File: src/rtl/right_shifter_unit_pkg.sv
// Shared ALU shift constants and the shift-operation encoding used by the
// ALU decoder and the right shifter.
package right_shifter_unit_pkg;

   localparam int unsigned XLEN_SHIFT = 32;
   localparam int unsigned SHAMT_W    = 5;

   typedef enum logic {
      SHIFT_SRL = 1'b0,
      SHIFT_SRA = 1'b1
   } shift_op_e;

endpackage : right_shifter_unit_pkg

File: src/rtl/right_shift_stage.sv
// One combinational stage of the right barrel shifter: shifts din right by
// DIST when en is set, filling the vacated top bits with fill.
module right_shift_stage #(
   parameter int unsigned WIDTH = 32,
   parameter int unsigned DIST  = 1
) (
   input  logic [WIDTH-1:0] din,
   input  logic             en,
   input  logic             fill,
   output logic [WIDTH-1:0] dout
);

   always_comb begin
      dout = din;
      if (en) begin
         dout = {{DIST{fill}}, din[WIDTH-1:DIST]};
      end
   end

endmodule : right_shift_stage

File: src/rtl/right_shifter_unit.sv
// Registered logical/arithmetic right barrel shifter for the integer ALU.
// Result and valid flag appear one clock after the operands are captured.
module right_shifter_unit
   import right_shifter_unit_pkg::*;
#(
   parameter int unsigned WIDTH   = right_shifter_unit_pkg::XLEN_SHIFT,
   parameter int unsigned SHAMT_W = right_shifter_unit_pkg::SHAMT_W
) (
   input  logic               clk,
   input  logic               rst_n,
   input  logic               in_valid,
   input  logic [WIDTH-1:0]   a,
   input  logic [SHAMT_W-1:0] shamt,
   input  logic               sra,
   output logic               out_valid,
   output logic [WIDTH-1:0]   shifted
);

   if (WIDTH != (1 << SHAMT_W)) begin : g_bad_params
      $error("right_shifter_unit: WIDTH must equal 2**SHAMT_W");
   end

   shift_op_e        op;
   logic             fill;
   logic [WIDTH-1:0] stage_data [SHAMT_W+1];

   always_comb begin
      op   = sra ? SHIFT_SRA : SHIFT_SRL;
      fill = (op == SHIFT_SRA) & a[WIDTH-1];
   end

   assign stage_data[0] = a;

   // Stage k shifts by 2^k under shamt[k]; the last stage output is the result.
   for (genvar k = 0; k < SHAMT_W; k++) begin : g_stage
      right_shift_stage #(
         .WIDTH (WIDTH),
         .DIST  (1 << k)
      ) u_stage (
         .din  (stage_data[k]),
         .en   (shamt[k]),
         .fill (fill),
         .dout (stage_data[k+1])
      );
   end

   always_ff @(posedge clk or negedge rst_n) begin
      if (!rst_n) begin
         shifted   <= '0;
         out_valid <= 1'b0;
      end else begin
         out_valid <= in_valid;
         if (in_valid) begin
            shifted <= stage_data[SHAMT_W];
         end
      end
   end

endmodule : right_shifter_unit

File: config.mk
export PLATFORM = sky130hd
export DESIGN_NAME = right_shifter_unit
export DESIGN_NICKNAME = d
export VERILOG_FILES = /design/src/rtl/right_shifter_unit_pkg.sv /design/src/rtl/right_shift_stage.sv /design/src/rtl/right_shifter_unit.sv
export SDC_FILE = /design/constraint.sdc
export NUM_CORES = 1
export LEC_CHECK = 0
export ABC_CLOCK_PERIOD_IN_PS = 2430
export CAP_MARGIN = 20
export CELL_PAD_IN_SITES_DETAIL_PLACEMENT = 1
export CELL_PAD_IN_SITES_GLOBAL_PLACEMENT = 1
export CORE_MARGIN = 2
export CORE_UTILIZATION = 41
export CTS_CLUSTER_SIZE = 24
export DETAILED_ROUTE_END_ITERATION = 8
export PLACE_DENSITY_LB_ADDON = 0.1
export SLEW_MARGIN = 20
export SYNTH_ARGS = -nofsm -noshare
export SYNTH_HDL_FRONTEND = slang
export SYNTH_SLANG_ARGS = --single-unit
File: constraint.sdc
create_clock -name clk -period 2.43 [get_ports clk]
set_clock_uncertainty 0.15 [all_clocks]
set_input_delay 0.243 -clock clk [delete_from_list [all_inputs] [get_ports clk]]
set_output_delay 0.243 -clock clk [all_outputs]
set_load 0.1 [all_outputs]
# --- Word level (Yosys, flattened, before mapping) ---
# Cells that the tools add are included.
totals:
  input_bits: 41
  wordCells: 9
  ramBits: 0
  output_inout_bits: 33
  rom_bits: 0
  latchBits: 0
  register_bits: 33
  mem_count: 0
op_classes:
  div: 0
  n_mux: 6
  shift: 0
  bitwise: 1
  magnitude_cmp: 0
  mul: 0
  add_sub_neg: 0
  eq_ne: 0
  n_reduce_logical: 0
op_table:
  columns: ["op", "n"]
  rows:
  - ["$mux 32", 5]
  - ["$and 1x1->1", 1]
  - ["$mux 1", 1]

# --- Longest topological paths before layout ---
# Gate-level depths: netlist (run 1).
depth:
  word_depth: 7
  mapped_depth: 9
  mapped_depth_nobuf: 5

# --- Modules after synthesis ---
# From an unflattened synthesis (run 1), not the netlist that was laid out.
hier_totals:
  hier_cells: 251
  area_unflattened_um2: 4102.7
modules_own_cells:
  columns: ["mod", "cells_per_inst", "area_per_inst_um2", "seq_area_each_um2", "instances"]
  rows:
  - ["right_shift_stage (g_stage[0].u_stage ...)", 36, 544.3, 0.0, 4]
  - ["right_shifter_unit", 70, 1376.3, 825.8, 1]
  - ["right_shift_stage (g_stage[4].u_stage)", 37, 549.3, 0.0, 1]

# --- Worst setup path after synthesis (run 1) ---
# Ideal clock, no wire load.
synth_path:
  path_kind: "input to register"
  from: "in shamt[0]"
  to: "reg shifted[5]"
  arrival_ns: 1.774
  slack_ns: 0.371
  cell_stages: 5
  t_required_ns: 2.145
  path_buffers: 1
  setup_time_ns: 0.135
  cell_sequence: "buf_6 > mux4_2 > mux4_2 > a222oi_1 > a21oi_1"
synth_between:
  elab_chain_cells: 5
synth_rtl:
  columns: ["element", "line", "source"]
  rows:
  - ["start, declared", "right_shifter_unit.sv:13", "input logic [SHAMT_W-1:0] shamt,"]
  - ["$mux 32 (5 in a row)", "right_shift_stage.sv:15", "if (en) begin"]
  - ["end signal, assigned", "right_shifter_unit.sv:54", "shifted <= stage_data[SHAMT_W];"]
  - ["end, declared", "right_shifter_unit.sv:16", "output logic [WIDTH-1:0] shifted"]
# No other way between the ends.
# A chain may end at the register's enable or synchronous reset.

# --- Final worst setup path (run 1) ---
layout_path:
  from: "in shamt[2]"
  to: "reg shifted[22]"
layout_between:
  elab_chain_cells: 3
layout_rtl:
  columns: ["element", "line"]
  rows:
  - ["$mux 32 (3 in a row)", "right_shift_stage.sv:15"]
# No other way between the ends.

==> summary.txt, run 1 <==
Floorplan
  – Top Ports: between 70 and 80
  – Rows: 32
  – Die span in y: 92.48 um
  – Chip width: 92.48 um
  – Core footprint: roughly 7600 um2
  – Initial Util: a little over two fifths
  – Die area: ~8600 um2

Routing
  – Wire length per cell: between 20 and 25 um
  – Final ANT Viol Nets: 0
  – Drt pass-1 iters: 5
  – DRC: 0
  – Total Routed Length: 12530 um
  – Starting DRC count in detailed routing: approximately 230
  – Via/cell ratio: 6.165
  – Vias: around 3500

Global routing
  – Initial antenna violation count: 0
  – Largest net degree at the start of global routing: 34
  – Global-route wire length before repair: between 15000 and 20000 um
  – Tot GR Track Use: roughly 30%
  – Gr ovfl total: 0
  – Number of global-route vias before repair: 3518

Timing
  – Worst slew margin: 54.28%
  – Crit path time final: roughly 2300 ps
  – RSZ-0062 raised after global routing: no
  – Fin. Hold Viols: 0
  – Fmax: about 430 MHz
  – Setup violations, final: 0
  – Tcrit/Tclk final: approximately 96%
  – Final Max Slew Viols: 0
  – Slew @ Worst Pin: 685.8 ps

Synth
  – Area share of the largest cell type after synthesis: 25.73%
  – Mapped cell area: 3209 um2
  – YS warnings: 0
  – Distinct cell type count of the synthesized netlist: between 50 and 60
  – Cell accounting for the most synthesized area: dfrtp_1
  – Post-synth EDFFs: 0
  – Async S/R FF share, synth: 100.0%
  – Area contributors post-synth: dfrtp_1 26%, mux4_2 15%, mux2i_1 6.9%, nand2_1 6.4%, mux2_2 5.6%
  – Synth Flop Type: dfrtp_1
  – Syn_nets: between 300 and 400
  – Mapped Cells: between 300 and 400
  – Syn_area_per_cell: around 9.0 um2
  – Seq/Total Area, Yosys: around a quarter
  – Register bit total from synthesis: 33

Placement
  – Dpl hpwl: 9992 um
  – Placed Instances: ~560
  – Global placement routability congestion: about 0.96
  – IO Port Bufs: between 70 and 80

Setup path
  – Worst-path fanout max: 20
  – R2R Setup Slk: 1410 ps
  – CP required: ~2500 ps
  – Data arrival time of the worst path: 2400 ps
  – Setup CP Type: input port to register
  – Startpoint type of the worst setup path: input port
  – Crit path capture type: register

Min path
  – HP Class: input port to async pin

Clock network
  – CTS max path bufs: 2
  – Post-CTS Setup Inserts: 0
  – CTS Hold Bufs: 0
  – Clk slew on worst S/H paths: 80 ps
  – Clk root buf: clkbuf_8
  – Num CTS Buffers: 5
  – CTS tree: yes
  – Clock sink count: 33
  – Number of gates resized after cts: 0
  – H-tree depth: 2
  – Clock Latency Late Sink: just under 300 ps

Cells and area
  – Area grow syn2layout: 37.43%
  – Post-Layout Cell Count: roughly 570
  – Fraction of final layout cells sized beyond drive strength 1: a little under a third
  – Final Net Count: 507
  – Diodes inserted: 0

Power
  – Leakage: roughly 1.9 nW
  – Pwr Density: between 500 and 600 nW/um2
  – VDD IR max: about 0.22 mV
  – Total design power: ~2.5 mW

Job
  – Max Cap Viol: 0

Status
  – Outcome: completed
-- flip-flops by register name (all words and copies together) (netlist names) --
register   flops
out_valid      1
shifted       32
-- final cells by class --
class	count	area, um2
Fill cell	898	3237
Multi-Input combinational cell	279	2177
Timing Repair Buffer	133	1126
Sequential cell	33	825.8
Tap cell	102	127.6
Clock buffer	7	96.34
Inverter	14	52.55
Clock inverter	1	5.005
-- layout by cell type, fill, tap and decap left out, types with 9 or more instances in the layout --
master	instances
buf_4	90
nand2_1	55
clkdlybuf4s50_1	38
dfrtp_1	33
nor2_1	30
mux4_2	22
mux2i_1	22
o21ai_0	21
a21oi_1	18
mux2_2	16
inv_1	12
o211ai_1	9
-- metrics by stage --
stage          hold WS, ps  worst slack, ps  util (%)  TNS, ps  area (um2)
2_1_floorplan       -202.6            371.2         -        0        3209
3_3_place_gp         320.8           -84.94     56.35   -204.2        4309
3_5_place_dp         326.5           -99.47     56.35   -243.6        4309
4_1_cts              239.3            193.2     57.67        0        4410
5_1_grt              262.0            47.10     57.67        0        4410
6_report             203.0            108.4     57.67        0        4410
-- worst max-delay path: stages --
cell             delay (ps)
clkdlybuf4s50_1         440
buf_12                  180
or3b_2                  440
a21oi_1                 550
nor3_1                  110
a211oi_1                270
o22a_1                  160
-- logic make-up after synthesis --
logic type / share of synthesized area, %
simple gates: 15.24
compound gates: 22.22
mux: 30.37
buf+inv: 6.432
flops: 25.73
-- final timing paths --
check,end,cells past startpoint,from
max,shifted[22]$_DFFE_PN0P_,7,shamt[2]
min,shifted[1]$_DFFE_PN0P_,2,rst_n
max reg2reg,shifted[14]$_DFFE_PN0P_,1,shifted[14]$_DFFE_PN0P_
min reg2reg,shifted[26]$_DFFE_PN0P_,2,shifted[26]$_DFFE_PN0P_
max in group asynchronous,shifted[12]$_DFFE_PN0P_,2,rst_n
min in group clk,shifted[26]$_DFFE_PN0P_,2,shifted[26]$_DFFE_PN0P_
-- where the power goes --
| part | internal [mW] | total (mW) | switching, mW | leakage [nW] |
|---|---|---|---|---|
| combinational | 0.441 | 1.38 | 0.941 | 1.44 |
| sequential | 0.620 | 0.664 | 0.0442 | 0.399 |
| clock | 0.256 | 0.466 | 0.210 | 0.0542 |
-- synth_stat cells, drive strengths merged (2+ instances only) --
cell type,count
nand2,55
dfrtp,33
nor2,30
mux4,25
mux2i,22
o21ai,21
a21oi,18
buf,16
mux2,16
clkbuf,15
inv,13
o211ai,9
nand3,7
a221oi,6
nor3,6
o22a,6
a31oi,5
nor2b,5
o221ai,5
a211oi,4
a22o,3
a41oi,3
nand2b,3
o22ai,3
o2bb2ai,3
a221o,2
a22oi,2
a311oi,2
or2,2
-- per-layer routing --
metal / wire [um] / track usage, % / vias to the layer above
met3: 604 / 2.848 / 17
li1: - / - / 1590
met5: 0 / 0 / -
met1: 5474 / 41.21 / 1763
met4: 250 / 7.960 / 0
met2: 6202 / 50.73 / 138
No activity file was read; power rests on OpenSTA's default activity.
==> inputs of run 2 (changes only) <==
--- a/config.mk
+++ b/config.mk
@@ -9,7 +9,6 @@
 export CAP_MARGIN = 20
 export CELL_PAD_IN_SITES_DETAIL_PLACEMENT = 1
 export CELL_PAD_IN_SITES_GLOBAL_PLACEMENT = 1
-export CORE_MARGIN = 2
 export CORE_UTILIZATION = 41
 export CTS_CLUSTER_SIZE = 24
 export DETAILED_ROUTE_END_ITERATION = 8
==> run 2 against run 1 <==
Critical path depth down 2. Die area decreased by 4.3%. Final area is 0.71% lower. Sequential power about the same. Final cell count fell by 1.2%. Combinational power is essentially flat. Utilization grew 1.4 points. Register-to-register slack got worse by 20 ps. Clock power grew 17%. Via count shrank 3.2%. Sequential cell count stayed put. Non-clock buffer count shrank 4. Critical path type unchanged.
==> summary.txt, run 2 (synthesized netlist as in run 1, its figures left out) <==
Placement
  – Placed Instances: around 550
  – IO Port Bufs: 73
  – Dpl hpwl: about 9600 um
  – Global placement routability congestion: 0.8951
  – DP Area: about 4300 um2
  – Pre-CTS setup slack: -86.57 ps

Clock network
  – CTS max path bufs: 2
  – Number of gates resized after cts: 0
  – H-tree depth: 2
  – Clock sink count: 33
  – Clk root buf: clkbuf_8
  – Clock Latency Late Sink: between 200 and 300 ps
  – CTS tree: yes
  – Post-CTS Setup Inserts: 0
  – CTS Hold Bufs: 0
  – Num CTS Buffers: 5
  – Clk slew on worst S/H paths: 70 ps

Power
  – Switching pwr: roughly 1.2 mW
  – Clk pwr share: 21.1%
  – Power share of the combinational group: 53.2%
  – Switching fraction of total power: a little under half
  – Cell-internal power: ~1.4 mW
  – Sequential share of power: 25.7%
  – Pwr Density: between 500 and 600 nW/um2
  – Leakage: about 1.9 nW
  – VDD IR max: about 0.21 mV

Cells and area
  – Area grow syn2layout: 36.45%
  – Final Net Count: around 500
  – Post-Layout Cell Count: roughly 560
  – Largest register by flop count: shifted
  – Diodes inserted: 0
  – Storage cell area: 825.8 um2
  – Multi-input gate area: 2177 um2
  – Top flop regs: shifted: 32 flops, out_valid: 1 flops
  – Most frequent cells in the layout: 87 x buf_4, 55 x nand2_1, 38 x clkdlybuf4s50_1
  – Filler Cells Inserted: roughly 860
  – Fraction of final layout cells sized beyond drive strength 1: 30.24%
  – Final Util: 59.11%
  – Max reg flops: 32
  – Commonest non-fill, non-tap cell in the layout: buf_4
  – Finished layout cell area: ~4400 um2

Timing
  – RSZ-0062 raised after global routing: no
  – Worst slew margin: approximately two thirds
  – Crit path time final: 2267 ps
  – Setup violations, final: 0
  – Fmax: about 440 MHz
  – Slew @ Worst Pin: 494.3 ps
  – Fin. Hold Viols: 0
  – Setup WS post-layout: around 160 ps
  – Tcrit/Tclk final: between 90% and 100%
  – Final Max Slew Viols: 0

Floorplan
  – Rows: 31
  – Die area: 8186 um2
  – Top Ports: 74
  – Chip width: 90.48 um
  – Initial Util: 43.32%
  – Core footprint: roughly 7400 um2
  – Die span in y: 90.48 um

Routing
  – Total Routed Length: between 10000 and 15000 um
  – Drt pass-1 iters: 5
  – DRC: 0
  – Via/cell ratio: 6.041
  – Final ANT Viol Nets: 0
  – Starting DRC count in detailed routing: about 230
  – Wire length per cell: roughly 21 um
  – Vias: approximately 3400

Setup path
  – Setup CP Type: input port to register
  – R2R Setup Slk: around 1400 ps
  – Startpoint type of the worst setup path: input port
  – CP required: around 2400 ps
  – Crit path capture type: register
  – Worst-path fanout max: 5
  – Data arrival time of the worst path: between 2000 and 2500 ps

Global routing
  – Largest net degree at the start of global routing: 37
  – Tot GR Track Use: between 20 and 30%
  – Number of global-route vias before repair: 3416
  – Gr ovfl total: 0
  – Initial antenna violation count: 0
  – Global-route wire length before repair: ~19000 um

Min path
  – HP Class: input port to async pin

Status
  – Outcome: completed

Job
  – Max Cap Viol: 0
run 2: cell types whose count changed in the layout (fill, tap and decap cells not counted), sizes merged:
| cell | delta |
|---|---|
| bufinv | +1 |
| buf | -4 |
| clkinv | -1 |
run 2: path summary, 6_finish.rpt:
check	start	end	cells after the start
setup / recovery	a[21]	shifted[5]$_DFFE_PN0P_	5
hold / removal	rst_n	out_valid$_DFF_PN0_	2
setup reg to reg	shifted[11]$_DFFE_PN0P_	shifted[11]$_DFFE_PN0P_	3
hold reg to reg	shifted[31]$_DFFE_PN0P_	shifted[31]$_DFFE_PN0P_	1
max in group asynchronous	rst_n	shifted[27]$_DFFE_PN0P_	2
min in group clk	shifted[31]$_DFFE_PN0P_	shifted[31]$_DFFE_PN0P_	1
run 2: worst max-delay path, stage by stage:
cell and delay [ps]:
clkdlybuf4s50_1 480, mux4_2 520, mux4_2 520, a222oi_1 400
a21oi_1 120
run 2: power groups by stage:
stage / combinational, mW / sequential (mW) / clock (mW)
2_1_floorplan: 0.408 / 1.18 / 0
3_3_place_gp: 1.35 / 0.668 / 0
3_5_place_dp: 1.36 / 0.671 / 0
4_1_cts: 1.37 / 0.661 / 0.544
5_1_grt: 1.43 / 0.670 / 0.565
6_report: 1.37 / 0.661 / 0.543
run 2: layout make-up:
| type | count | area share (%) |
|---|---|---|
| clock buffer | 7 | 1.971 |
| clock inverter | 1 | 0.6857 |
| timing repair buffer | 129 | 24.74 |
| tap | 99 | 2.829 |
| inverter | 14 | 1.200 |
| sequential | 33 | 18.86 |
| multi-input combinational | 279 | 49.71 |
run 2: metrics by stage:
step	total power [mW]	TNS, ps	hold slack [ps]
6_report	2.574	0	215.9
5_1_grt	2.668	0	260.3
4_1_cts	2.573	0	232.9
3_5_place_dp	2.035	-112.8	327.1
3_3_place_gp	2.014	-24.74	320.7
2_1_floorplan	1.593	0	-202.6
run 2: layer usage:
| layer | up-vias | wire [um] | global-route usage, % |
|---|---|---|---|
| met1 | 1674 | 5192 | 41.01 |
| li1 | 1576 | - | - |
| met5 | - | 0 | 0 |
| met2 | 126 | 5859 | 49.49 |
| met4 | 0 | 247 | 7.930 |
| met3 | 19 | 635 | 4.125 |
